### config.mk
export PLATFORM = sky130hd
export DESIGN_NAME = irq_timer_port
export DESIGN_NICKNAME = d
export VERILOG_FILES = /design/src/rtl/irq_timer_port.sv
export SDC_FILE = /design/constraint.sdc
export NUM_CORES = 1
export LEC_CHECK = 0
export BUFFER_PORTS_ARGS = -buffer_cell sky130_fd_sc_hd__buf_2
export CAP_MARGIN = 20
export CORE_MARGIN = 4
export CORE_UTILIZATION = 50
export CTS_CLUSTER_SIZE = 16
export DETAILED_ROUTE_END_ITERATION = 8
export GPL_ROUTABILITY_DRIVEN = 0
export PLACE_DENSITY_LB_ADDON = 0.2
export SLEW_MARGIN = 0
export SYNTH_ARGS = -nofsm -noshare
export SYNTH_HDL_FRONTEND = slang
export SYNTH_SLANG_ARGS = --single-unit
### constraint.sdc
create_clock -name clk -period 6.65 [get_ports clk]
set_clock_uncertainty 0.1 [all_clocks]
set_input_delay 0.3325 -clock clk [delete_from_list [all_inputs] [get_ports clk]]
set_output_delay 0.3325 -clock clk [all_outputs]
set_load 0.01 [all_outputs]
### src/rtl/irq_timer_port.sv
// irq_timer_port: bus-mapped 16-bit down-counting timer, write-triggered NMI pulse
// generator and an 8-bit output port for the cpu4510 bus.
// Optional feature macro: IRQ_TIMER_PRESCALE_EN
//   When defined, offset 6 becomes an 8-bit PRESCALE register. NMI is then started by
//   writing offset 0 with data bit 7 set.
module irq_timer_port #(
   parameter logic [19:0] BASE_ADDR = 20'h0BFF8,
   parameter int unsigned NMI_WIDTH = 4
) (
   input  logic        clk,
   input  logic        reset_n,
   input  logic [19:0] addr,
   input  logic [19:0] addr_next,
   input  logic        write_next,
   input  logic [7:0]  data_next,
   input  logic        ready,
   output logic        cs_o,
   output logic [7:0]  data_o,
   output logic        irq,
   output logic        nmi,
   output logic [7:0]  port_o
);

   localparam logic [3:0] NMI_LAST = 4'(NMI_WIDTH - 1);

   // ctrl bits: [0] RUN, [1] AUTO, [2] TIE, [3] SWI
   logic [3:0]  ctrl_q, ctrl_d;
   logic        tf_q, tf_d;
   logic [15:0] reload_q, reload_d;
   logic [15:0] count_q, count_d;
   logic [7:0]  port_q, port_d;
   logic        nmi_q, nmi_d;
   logic [3:0]  nmi_cnt_q, nmi_cnt_d;
   logic        irq_q, irq_d;

   logic        we, wr_ctrl, wr_stat, wr_rlo, wr_rhi, wr_off6, wr_port, nmi_go;
   logic        tick, uf;

`ifdef IRQ_TIMER_PRESCALE_EN
   logic [7:0]  prescale_q, prescale_d;
   logic [7:0]  pcnt_q, pcnt_d;
`endif

   // write decode: one strobe per register, only when the bus is ready
   always_comb begin
      we      = write_next & ready & (addr_next[19:3] == BASE_ADDR[19:3]);
      wr_ctrl = we & (addr_next[2:0] == 3'd0);
      wr_stat = we & (addr_next[2:0] == 3'd1);
      wr_rlo  = we & (addr_next[2:0] == 3'd2);
      wr_rhi  = we & (addr_next[2:0] == 3'd3);
      wr_off6 = we & (addr_next[2:0] == 3'd6);
      wr_port = we & (addr_next[2:0] == 3'd7);
`ifdef IRQ_TIMER_PRESCALE_EN
      nmi_go  = wr_ctrl & data_next[7];
`else
      nmi_go  = wr_off6;
`endif
   end

`ifdef IRQ_TIMER_PRESCALE_EN
   // prescaler: tick when the free counter matches PRESCALE; cleared while stopped or on rewrite
   always_comb begin
      prescale_d = prescale_q;
      pcnt_d     = pcnt_q + 8'd1;
      tick       = ctrl_q[0] & (pcnt_q == prescale_q);
      if (wr_off6) prescale_d = data_next;
      if (!ctrl_q[0] || wr_off6 || (pcnt_q == prescale_q)) pcnt_d = 8'd0;
   end
`else
   // no prescaler: one tick per clock while running
   always_comb begin
      tick = ctrl_q[0];
   end
`endif

   // timer, flag, port and nmi next-state; register writes take priority over tick side effects
   always_comb begin
      ctrl_d    = ctrl_q;
      tf_d      = tf_q;
      reload_d  = reload_q;
      count_d   = count_q;
      port_d    = port_q;
      nmi_d     = nmi_q;
      nmi_cnt_d = nmi_cnt_q;
      uf        = 1'b0;
      if (tick) begin
         if (count_q != 16'd0) begin
            count_d = count_q - 16'd1;
         end else begin
            uf = 1'b1;
            if (ctrl_q[1]) count_d = reload_q;
            else           ctrl_d[0] = 1'b0;
         end
      end
      if (wr_ctrl) ctrl_d = data_next[3:0];
      // a set from underflow outranks a same-cycle W1C
      if (wr_stat && data_next[0]) tf_d = 1'b0;
      if (uf) tf_d = 1'b1;
      if (wr_rlo) reload_d[7:0] = data_next;
      if (wr_rhi) begin
         reload_d[15:8] = data_next;
         count_d        = {data_next, reload_q[7:0]};
      end
      if (wr_port) port_d = data_next;
      // restart while high keeps nmi asserted, so the CPU sees a single edge
      if (nmi_go) begin
         nmi_d     = 1'b1;
         nmi_cnt_d = NMI_LAST;
      end else if (nmi_q) begin
         if (nmi_cnt_q == 4'd0) nmi_d = 1'b0;
         else                   nmi_cnt_d = nmi_cnt_q - 4'd1;
      end
      irq_d = (tf_q & ctrl_q[2]) | ctrl_q[3];
   end

   // state registers
   always_ff @(posedge clk or negedge reset_n) begin
      if (!reset_n) begin
         ctrl_q    <= 4'd0;
         tf_q      <= 1'b0;
         reload_q  <= 16'hFFFF;
         count_q   <= 16'hFFFF;
         port_q    <= 8'd0;
         nmi_q     <= 1'b0;
         nmi_cnt_q <= 4'd0;
         irq_q     <= 1'b0;
      end else begin
         ctrl_q    <= ctrl_d;
         tf_q      <= tf_d;
         reload_q  <= reload_d;
         count_q   <= count_d;
         port_q    <= port_d;
         nmi_q     <= nmi_d;
         nmi_cnt_q <= nmi_cnt_d;
         irq_q     <= irq_d;
      end
   end

`ifdef IRQ_TIMER_PRESCALE_EN
   // prescaler registers
   always_ff @(posedge clk or negedge reset_n) begin
      if (!reset_n) begin
         prescale_q <= 8'd0;
         pcnt_q     <= 8'd0;
      end else begin
         prescale_q <= prescale_d;
         pcnt_q     <= pcnt_d;
      end
   end
`endif

   // read mux: side-effect free, zero outside the window
   always_comb begin
      cs_o   = (addr[19:3] == BASE_ADDR[19:3]);
      data_o = 8'h00;
      if (cs_o) begin
         unique case (addr[2:0])
            3'd0: data_o = {4'b0, ctrl_q};
            3'd1: data_o = {7'b0, tf_q};
            3'd2: data_o = reload_q[7:0];
            3'd3: data_o = reload_q[15:8];
            3'd4: data_o = count_q[7:0];
            3'd5: data_o = count_q[15:8];
`ifdef IRQ_TIMER_PRESCALE_EN
            3'd6: data_o = prescale_q;
`else
            3'd6: data_o = {3'b0, nmi_q, nmi_cnt_q};
`endif
            3'd7: data_o = port_q;
            default: data_o = 8'h00;
         endcase
      end
   end

   assign irq    = irq_q;
   assign nmi    = nmi_q;
   assign port_o = port_q;

endmodule
== After elaboration in Yosys (flattened, before gate mapping) ==
Index checks and enable logic that the tools add are counted.
Widths: inputs -> output; s select.

* Flip-flop bits (word level): 51
* Bits in latches: 0
* Bits in writable memories: 0
* Bits in read-only memories: 0
* Output and inout bits: 19
* Memories: 0

* $add $sub $neg: 2
* Multiply operators: 0
* Divide/modulo/power cells: 0
* $lt $le $gt $ge: 0
* Equality and inequality tests: 15
* Shift operators: 0
* Muxes and demuxes: 20
* Bitwise gates (word level): 10
* Reduce and logical (&&, ||, !) cells: 11

{| class="wikitable"
|+ Operators with widths
! operator !! number
|-
| $mux 16 || 4
|-
| $pmux 8 s8 || 1
|-
| $eq 17x13->1 const B || 2
|-
| $eq 3x3->1 const B || 6
|-
| $reduce_bool 16->1 || 1
|-
| $sub 16x1->16 const B || 1
|-
| $eq 3x2->1 const B || 4
|-
| $mux 4 || 3
|-
| $mux 1 || 11
|-
| $and 1x1->1 || 9
|-
| $mux 8 || 1
|-
| $eq 3x1->1 const B || 2
|-
| $logic_not 3->1 || 2
|-
| $reduce_bool 2->1 || 3
|-
| $logic_not 4->1 || 1
|-
| $reduce_and 2->1 || 2
|-
| $sub 4x1->4 const B || 1
|-
| $reduce_bool 3->1 || 1
|-
| $ne 2x2->1 const B || 1
|-
| $logic_and 1x1->1 || 1
|-
| $or 1x1->1 || 1
|}

== Depth between registers and ports, before layout ==
* Depth in word-level cells: 6
* Mapped depth: 8

== Worst setup path after synthesis ==
Ideal clock, no wire load.

* Path type: input -> register
* From: in addr_next[18]
* To: reg ctrl_q[0]
* Setup time: 125 ps
* Arrival: 2103 ps
* Required time: 6425 ps
* Setup slack: 4322 ps
* Stages: 6
* Buffers on the path: 1
* Cells stage by stage: or4b_4 nor4_4 nand2b_1 or4_1 buf_2 mux2_4

* Word-level cells in the longest chain between the ends: 4

{| class="wikitable"
|+ RTL lines
! item !! RTL line !! source
|-
| start: declaration || 13 || <nowiki>input logic [19:0] addr_next,</nowiki>
|-
| $eq 17x13->1 || 46 || <nowiki>we = write_next & ready & (addr_next[19:3] == BASE_ADDR[19:3]);</nowiki>
|-
| $and 1x1->1 || 46 ||
|-
| $and 1x1->1 || 47 || <nowiki>wr_ctrl = we & (addr_next[2:0] == 3'd0);</nowiki>
|-
| $mux 1 || 95 || <nowiki>if (wr_ctrl) ctrl_d = data_next[3:0];</nowiki>
|-
| via ctrl_d[0] || 27 || <nowiki>logic [3:0] ctrl_q, ctrl_d;</nowiki>
|-
| end signal: assignment || 128 || <nowiki>ctrl_q <= ctrl_d;</nowiki>
|-
| end: declaration || 27 ||
|}

The timed path passes the listed nets, and every way through them passes these cells.
A chain may end at the register's enable or synchronous reset.

== Worst setup path after layout ==
* From: reg count_q[7]
* To: reg count_q[7]

* Word-level cells in the longest chain between the ends: 4
* Elaborated cells between the ends (all ways): 7

{| class="wikitable"
|+ RTL lines
! item !! RTL line !! source
|-
| start: declaration || 30 || <nowiki>logic [15:0] count_q, count_d;</nowiki>
|-
| start signal: assignment || 131 || <nowiki>count_q <= count_d;</nowiki>
|-
| $sub 16x1->16 / $reduce_bool 16->1 (equally long branches) || 88, 87 ||
|-
| $mux 16 || 87 || <nowiki>if (count_q != 16'd0) begin</nowiki>
|-
| $mux 16 || 86 || <nowiki>if (tick) begin</nowiki>
|-
| $mux 16 || 100 || <nowiki>if (wr_rhi) begin</nowiki>
|}

Parallel ways exist; a longest one is shown, timed or not. The select of a mux whose other input is x is not followed.

==> results.md <==
* Starting density of the core at 0.518
* Final hold violation count at 0
* Worst-path cell chain: nor4_2 > nand3_1 > nor3_2 > a31oi_1 > o21a_1
* Worst-case clock buffer depth at 2
* Syn. warnings at 0
* Pwr dens at 143 mW/mm2
* CTS H-tree lvls at 2
* Remaining global-route overflow at 0
* Total leakage power at 0.00172 uW
* Vias per cell at 6.47
* Count of pins over their slew limit at 0
* Via count of the first global-routing pass at a little under 3k
* Overall die height at 89.6 um
* Detailed-routing iteration count for the pre-antenna-repair pass at 7
* Number of DRC markers after the initial detailed-route iteration at ~250
* Library cells used by synthesis at a little over 60
* Sequential area share after synthesis at 0.396
* Arrival time at the worst endpoint at 2.88 ns
* Kind of cell adding the most delay to the critical path: simple AND/OR/NAND/NOR gates
* DRC Markers at 0
* TNS Setup at 0 ns
* Die area at ~0.008 mm2
* Final-layout worst hold slack at roughly 0.008 ns
* Ratio of final minimum period to clock period at 0.410
* Syn-to-layout area delta at 14.4%
* Number of antenna violations at the first check in global routing at 0
* Maximum number of pins on one net before global-route repair at 52
* Number of nets in the final layout at 455
* Post-synthesis cell type with the largest combined area: sky130_fd_sc_hd__dfstp_2
* Ant diodes at 0
* Die width at 89.6 um
* Synth top area share at 0.253
* Mapped Avg Cell Area at 9.81 um2
* Netlist area before placement at 0.00333 mm2
* Count of maximum capacitance violations at 0
* Most numerous cell types in the synthesized netlist: sky130_fd_sc_hd__dfstp_2, sky130_fd_sc_hd__mux2_2, sky130_fd_sc_hd__nor2_1
* Global-route wire length before repair at 15400 um
* Top-level I/O count at 71
* Primary FF master, synth: sky130_fd_sc_hd__dfstp_2
* CTS clock-pin slew for the worst setup and hold paths at 0.10 ns
* Post-synth ARST share at 1.00
* Number of gates resized after CTS at 0
* Largest cells by area after synthesis: sky130_fd_sc_hd__dfstp_2, sky130_fd_sc_hd__dfrtp_1, sky130_fd_sc_hd__mux2_2
* Post-synth EDFFs at 0
* Buffer type at the clock tree root: sky130_fd_sc_hd__clkbuf_8
* Setup Viol. Count Final at 0
* Final Routed Wirelength at 9510 um
* Worst path required time at 6.81 ns
* Number of clock sinks at 51
* Number of cells produced by synthesis at 339
* Buffers on Ports at 70
* Share of post-route cells with drive strength above 1 at 0.397
* Final critical delay including setup and external delays at 2.72 ns
* Maximum vdd drop at 0.0000822 V
* Top-count cell post-synth: sky130_fd_sc_hd__dfstp_2
* Maximum net fanout on the critical path at 7
* Total CTS buffers at 5
* Clock tree from TritonCTS: yes
* Vias after detailed routing at about 3.1k
* Clk Latency, worst-skew pair at about 0.31 ns
* Cell with the largest stage delay on the worst path: sky130_fd_sc_hd__nor4_2
* Slowest cell delay on critical path at 0.65 ns
* Worst slew margin at 0.532
* Worst Path Buf+Inv at 0
* Worst slew pin tran at slightly below 0.7 ns
* Final HPWL from detailed placement at 6940 um
* Gr usage total at 0.253
* Post-DRT Antenna Nets at 0
* Fmax achieved at 367 MHz
* Outcome: finished, final reports clean
* Worst Path Class, Setup: reg2reg
* CP Capture Type: flop
* Type of the most critical hold path: in2async
* Core region area at 0.00642 mm2
* Count of standard-cell rows at 29
* Type of element launching the critical path: flop
* Synthesis-stage register bit count at 51
* Post-Syn Nets at between 300 and 400
* Wire length per cell after detailed routing at ~20 um
* Post CTS Setup Buffer Count at 0
* CTS Hold Bufs at 0
* Setup repair after global routing missed its margin: false
[cells by family (layout without fill, tap and decap cells)]
family          after synthesis  after routing  synth area share
simple gates                117            117             0.214
compound gates               90             90             0.185
flops                        51             51             0.396
mux                          41             41             0.141
buf+inv                      31             93            0.0372
xor+xnor                      6              6            0.0158
fa+ha+maj                     3              3            0.0113
[where the power goes]
group	switching [uW]	internal, uW
sequential	0.391	311
combinational	28.0	18.6
clock	112	74.4
[through the flow]
stage	worst slack (ns)	cells	utilization	area, um2	total power [uW]
after global routing	3.78	478	0.593	3810	564
final	3.93	478	0.593	3810	544
after global placement	4.00	470	0.579	3720	363
after floorplan	4.32	339	-	3330	333
after detailed placement	4.01	470	0.579	3720	364
after CTS	4.01	478	0.593	3810	546
[area by class of cell]
class / count / area (um2)
Inverter: 13 / 48.8
Clock buffer: 5 / 68.8
Fill cell: 567 / 2620
Sequential cell: 51 / 1320
Timing Repair Buffer: 72 / 365
Tap cell: 77 / 96.3
Multi-Input combinational cell: 257 / 1890
Clock inverter: 3 / 18.8
[path summary, 6_finish.rpt]
path,start,end,slack [ns],cells past startpoint
max,count_q[7],count_q[7],3.93,5
min,reset_n,port_o[3],0.008,2
max reg2reg,count_q[7],count_q[7],3.93,5
min reg2reg,ctrl_q[3],irq,0.41,1
max in group asynchronous,reset_n,port_o[6],5.99,2
min in group clk,data_next[7],count_q[15],0.18,3
[layout by cell type (no fill, tap or decap), types with 4 or more instances in the layout]
cell type	n
sky130_fd_sc_hd__nand2_1	20
sky130_fd_sc_hd__o21ai_0	15
sky130_fd_sc_hd__o31ai_1	5
sky130_fd_sc_hd__dfrtp_1	19
sky130_fd_sc_hd__or4_1	7
sky130_fd_sc_hd__nand3b_1	6
sky130_fd_sc_hd__a21oi_1	16
sky130_fd_sc_hd__inv_1	13
sky130_fd_sc_hd__nor3_1	8
sky130_fd_sc_hd__xnor2_1	6
sky130_fd_sc_hd__mux2_4	4
sky130_fd_sc_hd__o21a_1	4
sky130_fd_sc_hd__nor2_1	27
sky130_fd_sc_hd__nand4_1	5
sky130_fd_sc_hd__mux2_2	30
sky130_fd_sc_hd__o22ai_1	6
sky130_fd_sc_hd__clkbuf_8	5
sky130_fd_sc_hd__o211ai_1	4
sky130_fd_sc_hd__nand4b_1	4
sky130_fd_sc_hd__a22o_1	7
sky130_fd_sc_hd__nand3_1	8
sky130_fd_sc_hd__nor4_1	5
sky130_fd_sc_hd__dfstp_2	32
sky130_fd_sc_hd__a211oi_1	5
sky130_fd_sc_hd__nor2b_1	4
sky130_fd_sc_hd__buf_2	70
sky130_fd_sc_hd__mux2i_1	7
[flip-flops by register name (all words and copies together), names as in the netlist]
| name | cells |
|---|---|
| count_q | 16 |
| ctrl_q | 4 |
| irq | 1 |
| nmi | 1 |
| nmi_cnt_q | 4 |
| port_o | 8 |
| reload_q | 16 |
| tf_q | 1 |
[routing by layer]
| layer | part of all wire | track usage | routed length (um) | up-vias |
|---|---|---|---|---|
| met2 | 0.46 | 0.386 | 4410 | 135 |
| met1 | 0.44 | 0.357 | 4170 | 1512 |
| li1 | - | - | - | 1420 |
| met3 | 0.068 | 0.0447 | 646 | 25 |
| met5 | 0 | 0 | 0 | - |
| met4 | 0.030 | 0.100 | 281 | 0 |
[worst register-to-register path: cells and delay by family, from the launching register on]
family             cells  cell delay (ns)
and+or+nand+nor        3             1.59
AOI/OAI and AO/OA      2             0.56
DFF                    1             0.41
(Power assumes the default switching activity.)
